## config.mk

```make
export PLATFORM = sky130hd
export DESIGN_NAME = fetch_sequencer
export DESIGN_NICKNAME = d
export VERILOG_FILES = /design/src/rtl/cpu_pkg.sv /design/src/rtl/fetch_sequencer.sv
export SDC_FILE = /design/constraint.sdc
export NUM_CORES = 1
export LEC_CHECK = 0
export ABC_AREA = 1
export CAP_MARGIN = 20
export CORE_MARGIN = 1.5
export CORE_UTILIZATION = 52
export DETAILED_ROUTE_END_ITERATION = 6
export PLACE_DENSITY_LB_ADDON = 0.08
export SKIP_LAST_GASP = 1
export SLEW_MARGIN = 10
export SYNTH_ARGS = -nofsm -noshare
export SYNTH_HDL_FRONTEND = slang
export SYNTH_SLANG_ARGS = --single-unit
```

## constraint.sdc

```tcl
create_clock -name clk -period 2.88 [get_ports clk]
set_clock_uncertainty 0.15 [all_clocks]
set_input_delay 0.432 -clock clk [delete_from_list [all_inputs] [get_ports clk]]
set_output_delay 0.432 -clock clk [all_outputs]
set_load 0.03 [all_outputs]
```

## src/rtl/cpu_pkg.sv

```systemverilog
// Shared definitions for the 4-bit CPU: opcode encodings, fetch FSM states, default widths.
package cpu_pkg;

    localparam int ADDR_W_DEF = 4;
    localparam int OP_W_DEF   = 4;

    localparam logic [3:0] OP_HLT = 4'h0;
    localparam logic [3:0] OP_JMP = 4'hA;
    localparam logic [3:0] OP_JZ  = 4'hB;

    typedef enum logic [2:0] {
        IDLE,
        FETCH,
        DECODE,
        ISSUE,
        HALT
    } fs_state_t;

endpackage

```

## src/rtl/fetch_sequencer.sv

```systemverilog
// PC/IR owner and issue FSM; 3 cycles per issued instruction, 2 per jump; PC_WRAP_HALT_EN halts on pc overflow.
// Backpressure: payload and instr_valid hold in ISSUE until instr_ready; pc advances on the handshake.
module fetch_sequencer
    import cpu_pkg::*;
#(
    parameter int ADDR_W = ADDR_W_DEF,
    parameter int OP_W   = OP_W_DEF
) (
    input  logic              clk,
    input  logic              rst,
    input  logic              start,
    output logic [ADDR_W-1:0] rom_addr,
    input  logic [OP_W-1:0]   rom_opcode,
    input  logic [OP_W-1:0]   rom_operand,
    input  logic              zero_flag,
    output logic              instr_valid,
    output logic [OP_W-1:0]   instr_opcode,
    output logic [OP_W-1:0]   instr_operand,
    input  logic              instr_ready,
    output logic [ADDR_W-1:0] pc,
    output logic              busy,
    output logic              halted
);

    fs_state_t         state_q, state_d;
    logic [ADDR_W-1:0] pc_q, pc_d;
    logic [OP_W-1:0]   ir_op_q, ir_op_d;
    logic [OP_W-1:0]   ir_opd_q, ir_opd_d;
    logic              vld_q, vld_d;
    logic [OP_W-1:0]   op_q, op_d;
    logic [OP_W-1:0]   opd_q, opd_d;

    logic [ADDR_W-1:0] pc_inc;
    logic [ADDR_W-1:0] jmp_tgt;
    logic              adv_halt;

    assign pc_inc  = pc_q + ADDR_W'(1);
    assign jmp_tgt = ADDR_W'(ir_opd_q);

    // Sequential advance off the top of the address space either wraps or stops.
`ifdef PC_WRAP_HALT_EN
    assign adv_halt = (pc_q == {ADDR_W{1'b1}});
`else
    assign adv_halt = 1'b0;
`endif

    always_ff @(posedge clk or posedge rst) begin
        if (rst) begin
            state_q  <= IDLE;
            pc_q     <= '0;
            ir_op_q  <= '0;
            ir_opd_q <= '0;
            vld_q    <= 1'b0;
            op_q     <= '0;
            opd_q    <= '0;
        end else begin
            state_q  <= state_d;
            pc_q     <= pc_d;
            ir_op_q  <= ir_op_d;
            ir_opd_q <= ir_opd_d;
            vld_q    <= vld_d;
            op_q     <= op_d;
            opd_q    <= opd_d;
        end
    end

    always_comb begin
        state_d  = state_q;
        pc_d     = pc_q;
        ir_op_d  = ir_op_q;
        ir_opd_d = ir_opd_q;
        vld_d    = vld_q;
        op_d     = op_q;
        opd_d    = opd_q;
        case (state_q)
            IDLE: begin
                if (start) begin
                    state_d = FETCH;
                    pc_d    = '0;
                end
            end
            FETCH: begin
                ir_op_d  = rom_opcode;
                ir_opd_d = rom_operand;
                state_d  = DECODE;
            end
            DECODE: begin
                if (ir_op_q == OP_W'(OP_HLT)) begin
                    state_d = HALT;
                end else if (ir_op_q == OP_W'(OP_JMP)) begin
                    pc_d    = jmp_tgt;
                    state_d = FETCH;
                end else if (ir_op_q == OP_W'(OP_JZ)) begin
                    if (zero_flag) begin
                        pc_d    = jmp_tgt;
                        state_d = FETCH;
                    end else begin
                        pc_d    = adv_halt ? pc_q : pc_inc;
                        state_d = adv_halt ? HALT : FETCH;
                    end
                end else begin
                    op_d    = ir_op_q;
                    opd_d   = ir_opd_q;
                    vld_d   = 1'b1;
                    state_d = ISSUE;
                end
            end
            ISSUE: begin
                if (instr_ready) begin
                    vld_d   = 1'b0;
                    pc_d    = adv_halt ? pc_q : pc_inc;
                    state_d = adv_halt ? HALT : FETCH;
                end
            end
            HALT: begin
                if (start) begin
                    pc_d    = '0;
                    state_d = FETCH;
                end
            end
            default: state_d = IDLE;
        endcase
    end

    always_comb begin
        busy   = (state_q == FETCH) || (state_q == DECODE) || (state_q == ISSUE);
        halted = (state_q == HALT);
    end

    assign rom_addr      = pc_q;
    assign pc            = pc_q;
    assign instr_valid   = vld_q;
    assign instr_opcode  = op_q;
    assign instr_operand = opd_q;

endmodule

```

* After elaboration in Yosys (flattened, before gate mapping)
Index checks and enable logic that the tools add are counted.
** Cells by class
- Add/subtract/negate cells :: 1
- Equality and inequality tests :: 12
- Muxes and demuxes :: 18
- Bitwise operators :: 3
- Reductions and logical operators :: 11
** Operator list (count)
- two-way mux 4 bit :: 6
- one-hot mux 3 bit (4 select lines) :: 1
- one-hot mux 4 bit (3 select lines) :: 1
- AND reduction 5 bit :: 2
- two-way mux 3 bit :: 3
- == test 4 bit, second input constant :: 2
- inequality test 2 bit, second input constant :: 4
- == test 3 x 2 -> 1 bit, second input constant :: 2
- adder 4 x 1 -> 4 bit, second input constant :: 1
- logical NOT 4 bit :: 1
- two-way mux 1 bit :: 4
- two-way mux 2 bit :: 2
- AND reduction 4 bit :: 1
- == test 3 x 1 -> 1 bit, second input constant :: 1
- == test 3 bit, second input constant :: 1
- logical NOT 3 bit :: 1
- inequality test 3 bit, second input constant :: 1
- inverter 1 bit :: 3
- nonzero test 3 bit :: 1
- logical OR 1 bit :: 2
- inequality test 2 x 1 -> 1 bit, second input constant :: 1
- one-hot mux 1 bit (2 select lines) :: 1
- AND reduction 2 bit :: 1
- nonzero test 2 bit :: 1
- OR reduction 2 bit :: 1
** Storage, ports and cells
- Register bits :: 24
- Input bits :: 13
- Output and inout port bits :: 19
- Logic and storage cells :: 52

* Logic depth before layout (Yosys ltp)
- Depth in word-level cells :: 6
- Depth in mapped cells :: 9

* Least setup slack after synthesis
Ideal clock, no wire load.
- Path kind :: register to output
- From :: register state_q[0]
- To :: output port busy
- Data arrival time :: 1.126 ns
- Slack :: 1.172 ns
- Stages on the path, launching flop included :: 3
- Path buffers :: 0
- Cell sequence :: dfrtp_1 -> inv_2 -> o21ai_0
** On the way
- Longest elaborated chain between the ends :: 3
- Elaborated cells on any way between the ends :: 5
- Classes of those cells :: 3 x eq/ne; 2 x reduce/logical
** RTL lines
- start, declared :: RTL line fetch_sequencer.sv:25 : fs_state_t state_q, state_d;
- start signal, assigned :: RTL line fetch_sequencer.sv:57 : state_q <= state_d;
- == test 3 x 1 -> 1 bit / == test 3 x 2 -> 1 bit (equally long branches) :: RTL line fetch_sequencer.sv:126 : busy = (state_q == FETCH) || (state_q == DECODE) || (state_q == ISSUE);
- logical OR 1 bit :: RTL line fetch_sequencer.sv:126
- logical OR 1 bit * :: RTL line fetch_sequencer.sv:126
- end, declared :: RTL line fetch_sequencer.sv:21 : output logic busy,
Every way passes the cells marked *; elsewhere a longest branch is shown, timed or not.

* Worst setup path after layout
- From :: register state_q[1]
- To :: output port halted
** On the way
- Longest elaborated chain between the ends :: 1
** RTL lines
- == test 3 bit :: RTL line fetch_sequencer.sv:127 : halted = (state_q == HALT);
- end, declared :: RTL line fetch_sequencer.sv:22 : output logic halted
Every way passes these cells.

==> flow_summary.toml <==
[pwr]
p_sw_share_pct = 48.0
peakVddDrop_v = 0.000765
leakagePower_uw = 0.000832
p_per_area_nw_per_um2 = 1310
power_uw = 2150
power.net_switching_uw = 1030
sequentialPowerShare_pct = 28.7
p_clk_share_pct = 11.4
combPwrFrac_pct = 59.8
p_int_uw = 1120

[sta]
setup_violations = 0
rsz0062_at_grt = "no"
worstMarginPinSlew_ps = 324
period_share_pct = 83.6
fin_setup_tns_ps = 0
slew_violations = 0
max_freq_mhz = 415
timing.hold.ws_ps = 290
slew_headroom_pct = 78.4
period_minus_slack_ps = 2410
final_hold_viol_count = 0
setup_ws_ps = 472

[worst_setup_path]
crit_path_end_kind = "output port"
crit_path_start_kind = "flip-flop"
arrival_ps = 1830
cp_max_fo = 4
cp.required_ps = 2300
rr_startpoint = "ir_op_q[2]"
critical_path_class = "flip-flop to output port"
r2r_slack_ps = 1340
reg2reg_depth = 4
r2r-end = "state_q[1]"

[status]
status = "completed"

[synthesis]
synth_flop_cell = "dfrtp_1"
synth.net_count = 177
synthTopCellsByArea = "dfrtp_1, nand2_1, o21ai_2"
async_flop_share_pct = 100
yosys_warnings = 0
ys_ff_latch = 24
ys_types = 22
synth_edf_count = 0
yosysTopAreaCellShare_pct = 46.6
syn_inst = 163
syn_avg_cell_area_sq_um = 7.91
yosysTopAreaCell = "dfrtp_1"
ys_seq_area_share_pct = 46.6
syn-cell-area_sq_um = 1290

[global_route]
grt_pass1_wl_mm = 4.40
first_global_vias = 1089
grt_start_max_net_pins = 25
overflow = 0
antenna_found_initial = 0
grtUsageTotal_pct = 21.3

[detailed_routing]
wl_per_cell_um = 11.7
via_per_inst = 5.19
vias = 1147
routed_wl_mm = 2.59
drt-initial-drc-count = 26
drc = 0
drtPass1Iterations = 4
postRouteAntennaNets = 0

[place]
place_area_sq_um = 1600
portBuffers = 31
dp_slack_ps = 843
hpwlAfterDp_mm = 2.03
routabilityCongestion = 0.801

[floorplan]
core_area_sq_um = 2280
die_area_sq_um = 2790
die_h_um = 52.8
die_x_um = 52.8
io_pins = 32
num_rows = 17
initial_core_util_pct = 56.7

[cts]
clock_tree.buffer_depth = 2
cts_tree = "done"
cts-root-buf = "clkbuf_4"
cts_num_sinks = 24
clk_pin_slew_ps = 140
cts-resized-gates = 0
postCtsSetupBuffers = 0
htreeDepth = 1
numCtsBuffers = 3
cts_hold_buf = 0
clkLatencyLatePin_ps = 320

[finish]
final_cell_mix = "nand2_1, clkdlybuf4s50_1, dfrtp_1, nor2_1, inv_1"
nets = 208
layout_commonest_cell = "nand2_1"
final_area_sq_um = 1650
antenna_cells = 0
synthToLayoutAreaGrowth_pct = 27.8
drive_above_1_share_pct = 15.0

[min_path]
hold_path_class = "input port to async pin"

[job]
drv_cap = 0
[registers in the layout, indices dropped and copies added, names as in the netlist]
register	flops
instr_opcode	4
ir_opd_q	4
state_q	3
instr_operand	4
pc	4
instr_valid	1
ir_op_q	4
[power by group through the flow]
stage / combinational [uW] / clock (uW) / sequential (uW)
floorplan: 786 / 0 / 783
global placement: 1260 / 0 / 615
detailed placement: 1300 / 0 / 628
CTS: 1300 / 253 / 619
global route: 1420 / 261 / 641
finish: 1290 / 247 / 619
[Yosys cell counts, types with 2 or more instances]
| cell | number |
|---|---|
| a21oi_1 | 8 |
| buf_4 | 4 |
| dfrtp_1 | 24 |
| inv_1 | 14 |
| inv_2 | 8 |
| nand2_1 | 54 |
| nand2_4 | 2 |
| nand3_1 | 7 |
| nand3_2 | 2 |
| nand4_1 | 2 |
| nor2_1 | 15 |
| o21ai_0 | 5 |
| o21ai_1 | 2 |
| o21ai_2 | 8 |
[layer usage]
layer  GRT usage, %  routed length (um)
met3           3.71                 113
met5              0                   0
met4           5.13                  13
met1           24.7                1080
met2           40.0                1380
[worst max path at each step]
| stage | from | to | slack [ps] |
|---|---|---|---|
| 2_1_floorplan | state_q[0] | busy | 1170 |
| 3_3_place_gp | state_q[0] | halted | 880 |
| 3_5_place_dp | state_q[0] | halted | 840 |
| 4_1_cts | state_q[0] | halted | 470 |
| 5_1_grt | state_q[0] | halted | 340 |
| 6_report | state_q[1] | halted | 470 |
[worst max-delay path, cell delays in order (launching register included)]
cell	delay, ps
dfrtp_1	450
nor2_1	240
inv_2	60
nor2_1	90
clkdlybuf4s50_1	670
[cell type report]
cell class	count	area [sq um]
Inverter	22	82.6
Clock buffer	3	22.5
Clock inverter	1	30.0
Sequential cell	24	601
Timing Repair Buffer	32	318
Fill cell	189	627
Tap cell	28	35.0
Multi-Input combinational cell	111	561
[cell families (layout without fill, tap and decap cells)]
family                     count (synthesis)  in the layout  synth area share [%]
and+or+nand+nor                           86             86                  30.6
buffers and inverters                     28             58                  9.99
DFF                                       24             24                  46.6
AOI/OAI and AO/OA                         23             23                  11.3
adders and majority gates                  1              1                 0.970
xor gates and xnor gates                   1              1                 0.679
[per-stage QoR]
| step | std cells | utilization, % |
|---|---|---|
| floorplan | 163 | - |
| global placement | 217 | 70.1 |
| detailed placement | 217 | 70.1 |
| CTS | 221 | 72.5 |
| global route | 221 | 72.5 |
| finish | 221 | 72.5 |
No activity file was read; power rests on OpenSTA's default activity.
